===== src/rtl/pwm_pkg.sv =====
// Shared types and helpers for the level-driven PWM block.
package pwm_pkg;

    typedef enum logic {
        IDLE = 1'b0,
        RUN  = 1'b1
    } estado_t;

    localparam int WIDTH_DEF = 4;

    function automatic int period_len(input int width);
        return 32'sd1 << width;
    endfunction

endpackage


===== src/rtl/pwm_nivel_gerador_tick.sv =====
// Prescaler: emits one tick every PRESCALE clocks while not cleared.
module gerador_tick #(
    parameter int PRESCALE = 1
) (
    input  logic clock,
    input  logic reset,
    input  logic clear,
    output logic tick
);

    localparam int CW = (PRESCALE > 1) ? $clog2(PRESCALE) : 1;
    localparam logic [CW-1:0] LAST = CW'(PRESCALE - 1);

    logic [CW-1:0] pre_cnt_r;

    // Prescale counter, held at zero while cleared.
    always_ff @(posedge clock or negedge reset) begin
        if (!reset) begin
            pre_cnt_r <= {CW{1'b0}};
        end else if (clear) begin
            pre_cnt_r <= {CW{1'b0}};
        end else if (pre_cnt_r == LAST) begin
            pre_cnt_r <= {CW{1'b0}};
        end else begin
            pre_cnt_r <= pre_cnt_r + CW'(1);
        end
    end

    assign tick = !clear && (pre_cnt_r == LAST);

endmodule


===== src/rtl/pwm_nivel.sv =====
// Level-to-PWM converter with a one-entry shadow register; duty changes
// only at period boundaries so no period is ever cut short.
module pwm_nivel
    import pwm_pkg::*;
#(
    parameter int WIDTH    = WIDTH_DEF,
    parameter int PRESCALE = 1
) (
    input  logic             clock,
    input  logic             reset,
    input  logic             enable,
    input  logic [WIDTH-1:0] nivel_in,
    input  logic             nivel_valid,
    output logic             nivel_ready,
    output logic             pwm_out,
    output logic             period_start
);

    localparam logic [WIDTH-1:0] PHASE_LAST = WIDTH'(period_len(WIDTH) - 1);

    estado_t          state_r, state_s;
    logic [WIDTH-1:0] phase_r, phase_s;
    logic [WIDTH-1:0] duty_r, duty_s;
    logic [WIDTH-1:0] shadow_r, shadow_s;
    logic             shadow_full_r, shadow_full_s;
    logic             period_start_r, period_start_s;
    logic             tick_s;
    logic             clear_s;
    logic             accept_s;

    // The prescaler restarts from zero whenever the PWM is not running.
    assign clear_s  = (state_r != RUN) || !enable;
    assign accept_s = nivel_valid && !shadow_full_r;

    gerador_tick #(
        .PRESCALE (PRESCALE)
    ) u_tick (
        .clock (clock),
        .reset (reset),
        .clear (clear_s),
        .tick  (tick_s)
    );

    // Next-state, phase, duty and shadow decode.
    always_comb begin
        state_s        = state_r;
        phase_s        = phase_r;
        duty_s         = duty_r;
        shadow_s       = shadow_r;
        shadow_full_s  = shadow_full_r;
        period_start_s = 1'b0;
        case (state_r)
            IDLE: begin
                phase_s = {WIDTH{1'b0}};
                if (enable) begin
                    state_s        = RUN;
                    period_start_s = 1'b1;
                    if (shadow_full_r) begin
                        duty_s        = shadow_r;
                        shadow_full_s = 1'b0;
                    end else begin
                        duty_s = duty_r;
                    end
                end else begin
                    state_s = IDLE;
                end
            end
            RUN: begin
                if (!enable) begin
                    state_s = IDLE;
                    phase_s = {WIDTH{1'b0}};
                end else if (tick_s) begin
                    phase_s = phase_r + WIDTH'(1);
                    if (phase_r == PHASE_LAST) begin
                        period_start_s = 1'b1;
                        if (shadow_full_r) begin
                            duty_s        = shadow_r;
                            shadow_full_s = 1'b0;
                        end else begin
                            duty_s = duty_r;
                        end
                    end else begin
                        period_start_s = 1'b0;
                    end
                end else begin
                    phase_s = phase_r;
                end
            end
            default: begin
                state_s = IDLE;
                phase_s = {WIDTH{1'b0}};
            end
        endcase
        // Accept only happens with the shadow empty, so it never races a load.
        if (accept_s) begin
            shadow_s      = nivel_in;
            shadow_full_s = 1'b1;
        end else begin
            shadow_s = shadow_s;
        end
    end

    // State and datapath registers.
    always_ff @(posedge clock or negedge reset) begin
        if (!reset) begin
            state_r        <= IDLE;
            phase_r        <= {WIDTH{1'b0}};
            duty_r         <= {WIDTH{1'b0}};
            shadow_r       <= {WIDTH{1'b0}};
            shadow_full_r  <= 1'b0;
            period_start_r <= 1'b0;
        end else begin
            state_r        <= state_s;
            phase_r        <= phase_s;
            duty_r         <= duty_s;
            shadow_r       <= shadow_s;
            shadow_full_r  <= shadow_full_s;
            period_start_r <= period_start_s;
        end
    end

    assign nivel_ready  = !shadow_full_r;
    assign pwm_out      = (state_r == RUN) && (phase_r < duty_r);
    assign period_start = period_start_r;

endmodule


===== config.mk =====
export PLATFORM = sky130hd
export DESIGN_NAME = pwm_nivel
export DESIGN_NICKNAME = d
export VERILOG_FILES = /design/src/rtl/pwm_pkg.sv /design/src/rtl/pwm_nivel_gerador_tick.sv /design/src/rtl/pwm_nivel.sv
export SDC_FILE = /design/constraint.sdc
export NUM_CORES = 1
export LEC_CHECK = 0
export ABC_AREA = 0
export CAP_MARGIN = 15
export CORE_AREA = 3 3 40 42
export DETAILED_ROUTE_END_ITERATION = 6
export DIE_AREA = 0 0 43 45
export GPL_ROUTABILITY_DRIVEN = 0
export PLACE_DENSITY = 0.76
export SLEW_MARGIN = 20
export SYNTH_ARGS = -nofsm -noshare
export SYNTH_HDL_FRONTEND = slang
export SYNTH_SLANG_ARGS = --single-unit

===== constraint.sdc =====
create_clock -name clock -period 4.56 [get_ports clock]
set_input_delay 0.912 -clock clock [delete_from_list [all_inputs] [get_ports clock]]
set_output_delay 0.912 -clock clock [all_outputs]
set_load 0.1 [all_outputs]

==> run summary <==
drt via density = 5.05
most used flip-flop cell after synthesis = dfrtp_1
R2R depth = 4
Fin Setup TNS = 0 ns
gr ovfl total = 0
Nets = 77
total power = 0.351 mW
placed inst area = 790 µm²
synthesized area per cell = 13.4 µm²
drt wl/cell = 12.8 µm
combinational share of power = 28.6%
largest family of logic cells by synthesized area = multiplexers
Post-Synth Simple-Gate Area = 8.96%
routed wire length = 1.01 mm
post_cts resized = 0
flop-to-flop setup slack = 3.01 ns
CP endpoint kind = output pin
Max Cap Viol = 0
largest cells by area after synthesis = dfrtp_1 56%, mux2_4 9.0%, ha_1 7.5%, mux2_2 6.7%, a211o_4 2.6%
period utilization = 73.5%
initial DRC count = 0
gr usage total = 12.8%
Inserted Diodes = 0
sequential area share after synthesis = 56.0%
count leader, synth = dfrtp_1
final cell count without fillers = 79
number of global-route vias before repair = 429
fraction of power spent switching nets = 30.5%
leading area contributor after synthesis = dfrtp_1
Detailed Place HPWL = 799 µm
hold buffers post-CTS = 0
Longest Clk Path Bufs = 2
Clock power frac = 20.8%
row cnt = 13
Slew Limit Fails = 0
sequential power share = 50.6%
cells after synthesis = 50
placed insts = 75
largest net degree at the start of global routing = 16
Worst-Skew Late Latency = 0.27 ns
path type of the worst min-delay path = reg -> reg
Vias = 399
Crit path required time = 3.65 ns
yosys warns = 0
Synth-to-Final Area Change = 21.8%
Post-synth EDFFs = 0
Num Clock Sinks = 15
r2r startpoint = phase_r[0]
H-tree depth = 1
share of cells above drive strength 1 = 23.4%
die area = 1940 µm²
Post-synth ARST share = 100%
xor and xnor area share after synthesis = 2.61%
postcts setup bufs = 0
Int Pwr = 0.244 mW
count of final setup violators = 0
startpoint types = flip-flop
synthesized area = 671 µm²
CTS buffer count = 3
CTS tree = done
Unique masters post-synth = 21
Slew HR = 35.0%
Least-Margin Pin Slew = 0.972 ns
initial antenna violation count = 0
Die Y-Extent = 45 µm
top achievable clock speed = 298 MHz
I/O pin count = 11
Net Switching = 0.107 mW
maximum fanout along the worst path = 3
Finished Cell Area = 817 µm²
root buf cell = clkbuf_4
most frequent cells after synthesis = 15 x dfrtp_1, 4 x ha_1, 4 x inv_1, 4 x mux2_2, 4 x mux2_4
Crit Path Class = reg -> out
Die X = 43 µm
Data arrival, critical path = 2.44 ns
post-route ant nets = 0
run status = finished clean
CORE AREA = 1280 µm²
clock skew = 0.00534 ns
clock period minus worst slack = 3.35 ns
launch point of the worst path = phase_r[1]
crit path to = pwm_out
clk slew on worst S/H paths = 0.09 ns
RSZ-0062 raised after global routing = false
Initial Utilization = 52.2%
TritonRoute pass-1 iters = 1
first-pass GRT wire length = 1.81 mm
Synth Area in Adders = 7.46%
Leakage = 0.398 nW
reg2reg end = duty_r[1]
Synth Area in Compound Gates = 6.53%
DRC = 0
worst vdd ir = 276 µV
area share of the largest cell type after synthesis = 56.0%
final hold viol count = 0
Post-Syn Nets = 62
# port buffers = 10
post-synthesis mux area share = 15.7%
register bit total from synthesis = 15
pwr dens = 429 nW/µm²
[power by group through the flow]
| stage | Clock (mW) | Sequential [mW] | Combinational [mW] |
|---|---|---|---|
| after floorplan | 0 | 0.177 | 0.0750 |
| after global placement | 0 | 0.178 | 0.0981 |
| after detailed placement | 0 | 0.180 | 0.102 |
| after CTS | 0.0743 | 0.177 | 0.102 |
| after global routing | 0.0817 | 0.181 | 0.109 |
| final | 0.0729 | 0.178 | 0.100 |
[metrics by stage]
step | util, % | setup WS (ns) | hold slack [ns]
floorplan | - | 1.27 | 0.443
detailed placement | 61.4 | 1.51 | 0.477
global route | 63.6 | 1.10 | 0.511
global placement | 61.4 | 1.51 | 0.482
CTS | 63.6 | 1.20 | 0.491
finish | 63.6 | 1.21 | 0.486
[critical path: stages (launching register included)]
cell	delay [ns]
dfrtp_1	0.41
ha_1	0.30
a21o_1	0.16
a31oi_1	0.15
clkdlybuf4s50_1	1.15
[logic make-up after synthesis]
kind of cell | Yosys count
fa+ha+maj | 4
flops | 15
buf+inv | 5
compound gates | 5
mux | 8
xor+xnor | 2
simple gates | 11
[cell type report]
type	instances	area, µm²
inverters	5	18.8
clock buffers	3	22.5
multi-input cells	30	277
fillers	104	468
flip-flops and latches	15	375
clock inverters	1	5.00
repair buffers	10	100
well taps	15	18.8
[metal layers]
layer / vias up / share of wire [%] / track usage, %
met5: - / 0 / 0
li1: 198 / - / -
met4: 0 / 0.89 / 5.42
met2: 7 / 49 / 21.3
met1: 192 / 47 / 15.8
met3: 2 / 3.6 / 3.59
[sequential cells by signal, summed over array words and instances (netlist names)]
| name | flops |
|---|---|
| duty_r | 4 |
| phase_r | 4 |
| shadow_r | 4 |
| period_start | 1 |
| shadow_full_r | 1 |
| state_r | 1 |
[cells in the final DEF, fill, tap and decap left out, types with 2 or more instances in the layout]
cell type,instances
clkdlybuf4s50_1,10
mux2_2,4
nor2_1,3
mux2_4,4
nand2_1,2
ha_1,4
dfrtp_1,15
inv_1,4
clkbuf_4,3
[worst min path at each step]
stage | from | end | slack [ns] | cells past startpoint
floorplan | phase_r[0] | phase_r[0] | 0.44 | 1
global placement | phase_r[0] | phase_r[0] | 0.48 | 1
detailed placement | phase_r[0] | phase_r[0] | 0.48 | 1
CTS | phase_r[0] | phase_r[0] | 0.49 | 1
global route | phase_r[0] | phase_r[0] | 0.51 | 1
finish | phase_r[0] | phase_r[0] | 0.49 | 1
No activity file was read; power rests on OpenSTA's default activity.
